**src/rtl/gf_pkg.sv**
```systemverilog
// Shared GF(p) constants, FSM state type and operand pre-reduction helper.
package gf_pkg;

  localparam int unsigned MODULUS_17 = 17;
  localparam int unsigned OPERAND_W  = 5;
  localparam int unsigned PRODUCT_W  = 9;
  localparam int unsigned ACC_W      = PRODUCT_W + 1;
  localparam int unsigned CNT_W      = $clog2(OPERAND_W + 1);

  typedef enum logic [1:0] {
    IDLE = 2'd0,
    MUL  = 2'd1,
    DONE = 2'd2
  } state_e;

  // Single conditional subtract: any 5-bit value lands in 0..16.
  function automatic logic [OPERAND_W-1:0] pre_reduce(input logic [OPERAND_W-1:0] x);
    return (x >= OPERAND_W'(MODULUS_17)) ? x - OPERAND_W'(MODULUS_17) : x;
  endfunction

endpackage

```
**src/rtl/gf17_serial_mult.sv**
```systemverilog
// Serial shift-and-add multiplier producing the raw 9-bit product of two
// pre-reduced GF(17) operands, with valid/ready handshakes on both sides.
module gf17_serial_mult
  import gf_pkg::*;
(
  input  logic                 clk,
  input  logic                 rst_n,
  input  logic                 in_valid,
  output logic                 in_ready,
  input  logic [OPERAND_W-1:0] a,
  input  logic [OPERAND_W-1:0] b,
  output logic                 out_valid,
  input  logic                 out_ready,
  output logic [PRODUCT_W-1:0] prod
);

  state_e               state;
  state_e               state_next;
  logic                 in_ready_d;
  logic                 out_valid_d;
  logic [PRODUCT_W-1:0] a_sh;
  logic [OPERAND_W-1:0] b_sh;
  logic [ACC_W-1:0]     acc;
  logic [ACC_W-1:0]     acc_next;
  logic [CNT_W-1:0]     cnt;
  logic                 last_iter;

  assign last_iter = (cnt == CNT_W'(OPERAND_W - 1));
  assign acc_next  = acc + (b_sh[0] ? ACC_W'(a_sh) : ACC_W'(0));

  // Next-state and registered-output decode.
  always_comb begin
    state_next  = state;
    in_ready_d  = 1'b0;
    out_valid_d = 1'b0;
    case (state)
      IDLE: if (in_valid) state_next = MUL;
      MUL:  if (last_iter) state_next = DONE;
      DONE: if (out_ready) state_next = IDLE;
      default: state_next = IDLE;
    endcase
    in_ready_d  = (state_next == IDLE);
    out_valid_d = (state_next == DONE);
  end

  always_ff @(posedge clk) begin
    if (!rst_n) begin
      state     <= IDLE;
      in_ready  <= 1'b1;
      out_valid <= 1'b0;
      prod      <= '0;
      a_sh      <= '0;
      b_sh      <= '0;
      acc       <= '0;
      cnt       <= '0;
    end else begin
      state     <= state_next;
      in_ready  <= in_ready_d;
      out_valid <= out_valid_d;
      case (state)
        IDLE: begin
          if (in_valid) begin
            a_sh <= PRODUCT_W'(pre_reduce(a));
            b_sh <= pre_reduce(b);
            acc  <= '0;
            cnt  <= '0;
          end
        end
        MUL: begin
          // One multiplier bit per edge; the final add goes straight to prod.
          acc  <= acc_next;
          a_sh <= a_sh << 1;
          b_sh <= b_sh >> 1;
          cnt  <= cnt + CNT_W'(1);
          if (last_iter) prod <= PRODUCT_W'(acc_next);
        end
        default: ;
      endcase
    end
  end

endmodule

```
**config.mk**
```make
export PLATFORM = sky130hd
export DESIGN_NAME = gf17_serial_mult
export DESIGN_NICKNAME = d
export VERILOG_FILES = /design/src/rtl/gf_pkg.sv /design/src/rtl/gf17_serial_mult.sv
export SDC_FILE = /design/constraint.sdc
export NUM_CORES = 1
export LEC_CHECK = 0
export ABC_AREA = 1
export CAP_MARGIN = 20
export CORE_ASPECT_RATIO = 0.7
export CORE_UTILIZATION = 50
export CTS_CLUSTER_DIAMETER = 100
export DETAILED_ROUTE_END_ITERATION = 6
export PLACE_DENSITY_LB_ADDON = 0.05
export SLEW_MARGIN = 40
export SYNTH_ARGS = -nofsm -noshare
export SYNTH_HDL_FRONTEND = slang
export SYNTH_SLANG_ARGS = --single-unit
```
**constraint.sdc**
```tcl
create_clock -name clk -period 1.6 [get_ports clk]
set_input_delay 0.48 -clock clk [delete_from_list [all_inputs] [get_ports clk]]
set_output_delay 0.48 -clock clk [all_outputs]
set_load 0.1 [all_outputs]
```
# ---- Word level (Yosys, flattened, before mapping)
# Cells that the tools add are included.
dict set report totals {
  register_bits 40
  out_inout_bits 11
}
dict set report classes {
  addsub 4
  order_cmp 2
  n_eq_ne 5
  n_mux 15
  reduce_logical 5
}
# operator n
set op_table {}
lappend op_table {{10-bit one-hot mux with 2 select lines} 1}
lappend op_table {{9-bit two-way mux} 2}
lappend op_table {{9-bit one-hot mux with 2 select lines} 1}
lappend op_table {{5-bit two-way mux} 3}
lappend op_table {{10-bit by 9-bit adder with 10-bit output} 1}
lappend op_table {{5-bit >= comparator, second input constant} 2}
lappend op_table {{10-bit two-way mux} 1}
lappend op_table {{5-bit one-hot mux with 2 select lines} 1}
lappend op_table {{5-bit subtractor, second input constant} 2}
lappend op_table {{2-bit two-way mux} 3}
lappend op_table {{2-bit one-hot mux with 3 select lines} 1}
lappend op_table {{3-bit one-hot mux with 2 select lines} 1}
lappend op_table {{2-bit equality test, second input constant} 2}
lappend op_table {{2-bit logical NOT} 2}
lappend op_table {{2-bit AND reduction} 2}
lappend op_table {{3-bit by 1-bit adder with 3-bit output, second input constant} 1}
lappend op_table {{3-bit equality test, second input constant} 1}
lappend op_table {{3-bit two-way mux} 1}
lappend op_table {{2-bit by 1-bit equality test with 1-bit output, second input constant} 1}
lappend op_table {{2-bit != test, second input constant} 1}
lappend op_table {{2-bit nonzero test} 1}

# ---- Logic depth before layout (Yosys ltp)
dict set report depth {
  word_depth 4
  depth_mapped 14
  ltp_nobuf 13
}

# ---- Worst setup path after synthesis
# OpenSTA, ideal clock, no wires.
dict set report synth_timing {
  path_kind {register -> register}
  start {reg b_sh[0]}
  end {reg prod[8]}
  setup_ps 109
  arrival_ps 1587
  required_time_ps 1491
  slack_ps -96
  path_stages_with_launch 14
  path_buffers 1
  period_less_slack_ps 1696
  cell_sequence {dfxtp_1 -> buf_2 -> nand2_1 -> inv_1 -> ha_1 -> fa_1 -> nand3_1 -> nand2_1 -> nand2_1 -> nand3_1 -> nand2_1 -> nand2_1 -> nand2_1 -> inv_1}
}
dict set report synth_via {
  elab_chain_cells 2
}
# element line
set synth_rtl {}
lappend synth_rtl {{start, declared} gf17_serial_mult.sv:22} ;# logic [OPERAND_W-1:0] b_sh;
lappend synth_rtl {{start signal, assigned} gf17_serial_mult.sv:64} ;# b_sh <= pre_reduce(b);
lappend synth_rtl {{start signal, assigned} gf17_serial_mult.sv:73} ;# b_sh <= b_sh >> 1;
lappend synth_rtl {{9-bit two-way mux} gf17_serial_mult.sv:29} ;# assign acc_next = acc + (b_sh[0] ? ACC_W'(a_sh) : ACC_W'(0));
lappend synth_rtl {{10-bit by 9-bit adder with 10-bit output} gf17_serial_mult.sv:29}
lappend synth_rtl {{end signal, assigned} gf17_serial_mult.sv:75} ;# if (last_iter) prod <= PRODUCT_W'(acc_next);
lappend synth_rtl {{end, declared} gf17_serial_mult.sv:14} ;# output logic [PRODUCT_W-1:0] prod
# Every way passes these cells.
# A chain may end at the register's enable or synchronous reset.

# ---- Worst setup path after layout
dict set report layout_timing {
  start {reg b_sh[0]}
  end {reg acc[8]}
}
dict set report layout_via {
  elab_chain_cells 3
}
# element line
set layout_rtl {}
lappend layout_rtl {{9-bit two-way mux} gf17_serial_mult.sv:29}
lappend layout_rtl {{10-bit by 9-bit adder with 10-bit output} gf17_serial_mult.sv:29}
lappend layout_rtl {{10-bit one-hot mux with 2 select lines} gf17_serial_mult.sv:60} ;# case (state)
lappend layout_rtl {{end signal, assigned} gf17_serial_mult.sv:71} ;# acc <= acc_next;
lappend layout_rtl {{end, declared} gf17_serial_mult.sv:23} ;# logic [ACC_W-1:0] acc;
# Every way passes these cells.

==> flow_summary.json <==
{
  "postSynth.asyncResetShare": 0,
  "antenna_found_initial": 0,
  "drtAntennaViolNets": 0,
  "synth_area_um2": 2210,
  "grt_pass1_wl_um": 8360,
  "path_class": "reg2reg",
  "clock-sinks": 39,
  "arrival_ns": 1.96,
  "setup_tns_ns": -0.752,
  "hold_path_depth": 2,
  "globalRouteOverflowTotal": 0,
  "ir_drop_mv": 0.476,
  "switching_power_mw": 0.531,
  "critical-path-max-stage-delay_ns": 0.38,
  "yosys.area.top_type": "dfxtp_1",
  "wl_per_cell_um": 13.1,
  "track_usage": 0.236,
  "cts_htree_levels": 2,
  "pwr-share-comb": 0.166,
  "ys_warn_count": 0,
  "synth_top_area_frac": 0.353,
  "placement_rows": 19,
  "path_clk_slew_ns": 0.07,
  "syn-instance-count": 319,
  "post-route-util": 0.771,
  "avgSynthCellArea_um2": 6.93,
  "synth_mux_area_frac": 0,
  "critPathCaptureType": "flop",
  "hp-class": "reg2reg",
  "worstPathCellList": "nand2_2 > inv_2 > ha_4 > fa_2 > nand3_2 > nand2_4 > nand2_4 > nand3_4 > buf_6 > nand3_2 > a21oi_2",
  "setup_viol": 10,
  "synth-edff-count": 0,
  "power_switching_share": 0.271,
  "gp_congestion": 0.837,
  "cts_tree": "built",
  "yosysMostFrequentCell": "nand2_1",
  "io_pins": 25,
  "numPortBuffers": 24,
  "r2r-end": "acc[8]$_SDFFE_PN0P_",
  "die_h_um": 57.6,
  "dr.pass1.iters": 4,
  "critical_path.max_fanout": 6,
  "drc": 0,
  "rsz0062_at_grt": "true",
  "status": "finished with violations",
  "fin_crit_ns": 1.78,
  "fin_ws_ns": -0.176,
  "critPathLaunchType": "flop",
  "crit-reg2reg-launch": "b_sh[0]$_SDFFE_PN0P_",
  "p_leak_nw": 1.49,
  "cts_buffer_depth": 2,
  "hold_buffers": 0,
  "die_w_um": 81.5,
  "area_growth_pct": 41.7,
  "synth_xor_area_frac": 0.0238,
  "hold_viol_final": 0,
  "place_hpwl_um": 3580,
  "clockRootBuffer": "clkbuf_8",
  "antenna_cells": 0,
  "clock.fmax_mhz": 563,
  "p_int_mw": 1.43,
  "violations": "negative setup slack",
  "synth_adder_area_share": 0.0883,
  "drive_gt1_frac": 0.268,
  "ys.flop_type": "dfxtp_1",
  "p_clk_frac": 0.315,
  "finClkSkew_ns": 0.00523,
  "regArea_um2": 785,
  "yosysSeqAreaShare": 0.353,
  "syn-num-nets": 348,
  "grt_max_degree": 27,
  "hold_start": "b_sh[4]$_SDFFE_PN0P_",
  "crit_slowest_cell": "dfxtp_4",
  "ff2ff_setup_slack_ns": -0.18,
  "yosys-top-cells-count": "108 x nand2_1, 39 x dfxtp_1, 39 x inv_1",
  "drv_slew": 0,
  "power_density_nw_per_um2": 626,
  "tightest_slew_ns": 0.382,
  "wirelength_um": 5550,
  "vias": 2200,
  "drt-initial-drc-count": 121,
  "viasPerCell": 5.18,
  "drv_cap": 0,
  "synth_top_family_by_area": "simple AND/OR/NAND/NOR gates",
  "fillCellCount": 277,
  "max_slew_margin": 0.745,
  "yosys.area_share.simple": 0.307,
  "final_nets": 403,
  "multi_input_comb_area_um2": 1430,
  "clk_latency_ns": 0.29,
  "min_delay_worst_endpoint": "b_sh[4]$_SDFFE_PN0P_",
  "core_um2": 4070,
  "ys_ff_latch": 39,
  "power.share.sequential": 0.519,
  "grt_pass1_vias": 1921,
  "yosysUniqueCellTypes": 28,
  "cp.required_ns": 1.79,
  "yosys-top-cells-area": "dfxtp_1 35%, nand2_1 18%, a21oi_1 7.9%",
  "synth_compound_area_frac": 0.125,
  "cts_inserted_buffers": 5,
  "period_share": 1.11,
  "die_area_um2": 4700,
  "reg2regPathDepth": 11,
  "initial_core_util": 0.544
}
timing repair:
| action | 4_1_cts | 5_1_grt |
|---|---|---|
| gates cloned | 0 | 0 |
| setup endpoints to repair | 16 | 19 |
| gates resized for setup | 27 | 29 |
| pin swaps | 14 | 22 |
| buffers inserted | 3 | 4 |
through the flow:
step                power, mW  hold WS (ns)  cells  setup slack, ns  instance area [µm²]
finish                   1.96         0.473    425           -0.176                 3130
global route             2.04         0.488    425           -0.235                 3130
CTS                      1.96         0.473    421          -0.0226                 2970
detailed placement       1.35         0.460    413           -0.301                 2790
global placement         1.34         0.455    413           -0.246                 2790
floorplan                1.22         0.439    319          0.00426                 2230
power by group through the flow:
stage               logic, mW  registers (mW)  clock network, mW
global route            0.357            1.02              0.660
CTS                     0.318            1.02              0.626
global placement        0.309            1.04                  0
detailed placement      0.314            1.04                  0
finish                  0.326            1.02              0.617
floorplan               0.175            1.05                  0
final cells by class:
cell class / instances / area share
multi-input combinational: 228 / 0.456
sequential: 39 / 0.250
timing repair buffer: 57 / 0.197
inverter: 43 / 0.0519
clock buffer: 6 / 0.0232
tap: 52 / 0.0208
cells in the final DEF (no fill, tap or decap), types with 2 or more instances in the layout:
cell type / netlist / routed
nor2_8: 2 / 2
inv_1: 39 / 35
nand2_1: 108 / 93
inv_2: 2 / 6
buf_6: 2 / 5
a21oi_2: 0 / 6
nand3_1: 21 / 16
xor2_1: 6 / 4
nand2_2: 0 / 10
nor2_1: 20 / 18
a21oi_1: 35 / 28
clkdlybuf4s50_1: 0 / 11
nor2_2: 0 / 2
ha_1: 14 / 8
nand3_2: 0 / 4
clkbuf_8: 0 / 5
nand2_4: 1 / 6
a22oi_1: 7 / 7
o21ai_0: 3 / 3
nand4_1: 3 / 3
buf_12: 0 / 11
dfxtp_1: 39 / 38
xor2_2: 0 / 2
buf_4: 0 / 28
ha_4: 0 / 6
sequential cells by signal (all words and copies together), names as in the netlist:
register,flops
b_sh,5
out_valid,1
a_sh,9
state,2
in_ready,1
cnt,3
acc,9
prod,9
worst max-delay path: cells and delay by family, from the launching register on:
kind | cells | cell delay, ns
adder cells (fa/ha/maj) | 2 | 0.53
buffers and inverters | 2 | 0.18
AO/OA/AOI/OAI | 1 | 0.06
flip-flops | 1 | 0.38
AND/OR/NAND/NOR | 6 | 0.52
cells by family (layout without fill, tap and decap cells):
family | Yosys count | count (layout)
AND/OR/NAND/NOR | 158 | 158
buffers and inverters | 52 | 106
adder cells (fa/ha/maj) | 15 | 15
AO/OA/AOI/OAI | 49 | 49
flip-flops | 39 | 39
XOR/XNOR | 6 | 6
routing by layer:
| layer | vias up | wire [µm] | track usage |
|---|---|---|---|
| met5 | - | 0 | 0 |
| met4 | 0 | 141 | 0.0765 |
| met3 | 19 | 442 | 0.0551 |
| met2 | 81 | 2370 | 0.340 |
| met1 | 979 | 2600 | 0.346 |
| li1 | 1121 | - | - |
how the worst max path moves through the flow:
| stage | startpoint | end | slack (ns) |
|---|---|---|---|
| floorplan | b_sh[0]$_SDFFE_PN0P_ | prod[8]$_SDFFE_PN0P_ | 0.004 |
| global placement | a[1] | a_sh[2]$_SDFFE_PN0P_ | -0.25 |
| detailed placement | a[1] | a_sh[2]$_SDFFE_PN0P_ | -0.30 |
| CTS | b_sh[0]$_SDFFE_PN0P_ | prod[8]$_SDFFE_PN0P_ | -0.02 |
| global route | b_sh[0]$_SDFFE_PN0P_ | acc[8]$_SDFFE_PN0P_ | -0.23 |
| finish | b_sh[0]$_SDFFE_PN0P_ | acc[8]$_SDFFE_PN0P_ | -0.18 |
Power figures use the tool's default switching activity.
==> RTL edit, RTL diff (same flow settings) <==
The 3 states of `state_e` get a one-hot encoding in 3 bits.
--- a/src/rtl/gf_pkg.sv
+++ b/src/rtl/gf_pkg.sv
@@ -8,8 +8,8 @@
   localparam int unsigned CNT_W      = $clog2(OPERAND_W + 1);
 
-  typedef enum logic [1:0] {
-    IDLE = 2'd0,
-    MUL  = 2'd1,
-    DONE = 2'd2
+  typedef enum logic [2:0] {
+    IDLE = 3'b001,
+    MUL  = 3'b010,
+    DONE = 3'b100
   } state_e;
 
Behaviour: same outputs for any inputs over 10 cycles, from zero or initial values and one cycle with rst_n low; not proved beyond that.
==> RTL edit against the unedited design <==
- the run ends with DRC, setup timing left
- worst setup slack gained 0.079 ns
- worst hold slack lost 0.0069 ns
- cell area grew 6.3%
- non-clock buffer count grew 3
- global-route usage shrank 1.8 points
- maximum frequency grew 4.7%
- sequential cell count grew 1
- wire length shrank 3.8%
- utilization shrank 1.0 points
- largest power group unchanged
- power grew 14%
- area after synthesis grew 3.6%
==> RTL edit: results (changes against the unedited design) <==
Status
  • Run status: complete, but fails checks
  • Violated checks: DRC, setup timing

Setup path
  • Top Family by Delay on Critical Path: simple AND/OR/NAND/NOR gates
  • Critical Path AT: 1.93 ns (-0.03 ns)

Route
  • Met2 wire length: 2.48 mm (+4.8%)
  • Routed wire length per instance: 11.7 um (-11%)
  • Per-cell via count in the routed design: 4.89 (-5.6%)
  • DRC viols: 1 (+1)
  • Met3 Routed Length: 211 um (-52%)

Yosys
  • Number of nets in the synthesized netlist: 374 (+7.5%)
  • XOR/XNOR Fraction of Synth Area: 0.0230 (-0.000818)
  • Top cell types by occurrence after synthesis: nand2_1 (127), inv_1 (50), dfxtp_1 (40)
  • Number of distinct library cells after synthesis: 29 (+3.6%)
  • Fraction of the mapped netlist area in compound gates: 0.0962 (-0.0289)
  • Adder and majority gate portion of the synthesized area: 0.0852 (-0.00304)
  • Portion of the post-synthesis area used by sequential elements: 0.350 (-0.00341)

Finish
  • Fraction of final layout cells sized beyond drive strength 1: 0.288 (+0.0197)
  • Count of non-filler cells in the finished layout: 458 (+7.8%)
  • Fillers: 306 (+10%)

Hold path
  • Hold Path End: cnt[2]
  • Min-Delay Startpoint: cnt[2]

Timing
  • Final count of negative-setup-slack endpoints: 7 (-3)
  • Worst path setup slack after routing: -0.0968 ns (+0.0793 ns)
  • Fin Setup TNS: -0.458 ns (+0.293 ns)

Place
  • Instance count after placement with tap cells included: 446 (+8.0%)
  • Routability congestion estimate: 0.815 (-2.5%)
  • Post-placement cell area: 2900 um2 (+3.9%)

Pwr
  • Leak: 1.59 nW (+6.8%)

Global route
  • Pin count of the biggest net entering global routing: 26 (-3.7%)
  • Total global-route track usage: 0.218 (-0.0180)
## RTL edit: power breakdown
| part | internal [mW] | leakage, nW | switching (mW) |
|---|---|---|---|
| Combinational | 0.127 | 1.20 | 0.162 |
| Clock | 0.551 | 0.0645 | 0.355 |
| Sequential | 1.02 | 0.325 | 0.0201 |
## RTL edit: kinds of logic after synthesis
group | count (synthesis)
flip-flops | 40
buffers and inverters | 63
AND/OR/NAND/NOR | 180
AO/OA/AOI/OAI | 41
adder cells (fa/ha/maj) | 15
XOR/XNOR | 6
## RTL edit: layout make-up
class | instances | area share
Multi-Input combinational cell | 242 | 0.448
Sequential cell | 40 | 0.242
Timing Repair Buffer | 60 | 0.190
Inverter | 53 | 0.0612
Clock buffer | 7 | 0.0289
Tap cell | 55 | 0.0207
Clock inverter | 1 | 0.00902
## RTL edit: per-layer routing
metal	vias to the layer above	global-route usage
met2	40	0.355
met1	1019	0.288
li1	1175	-
met3	4	0.0561
met4	0	0.0714
met5	-	0
## RTL edit: repair_timing
action                     in CTS  in global routing
hold endpoints to repair        0                  0
pin swaps                       5                 19
setup buffers                   2                  2
setup endpoints to repair      14                 17
gates resized for setup        16                 48
## RTL edit: through the flow
| step | total power, mW | hold slack, ns | worst slack (ns) |
|---|---|---|---|
| 3_5_place_dp | 1.33 | 0.455 | -0.254 |
| 3_3_place_gp | 1.32 | 0.449 | -0.222 |
| 2_1_floorplan | 1.22 | 0.437 | 0.00320 |
| 5_1_grt | 2.32 | 0.483 | -0.224 |
| 4_1_cts | 2.23 | 0.471 | -0.0605 |
| 6_report | 2.23 | 0.466 | -0.0968 |
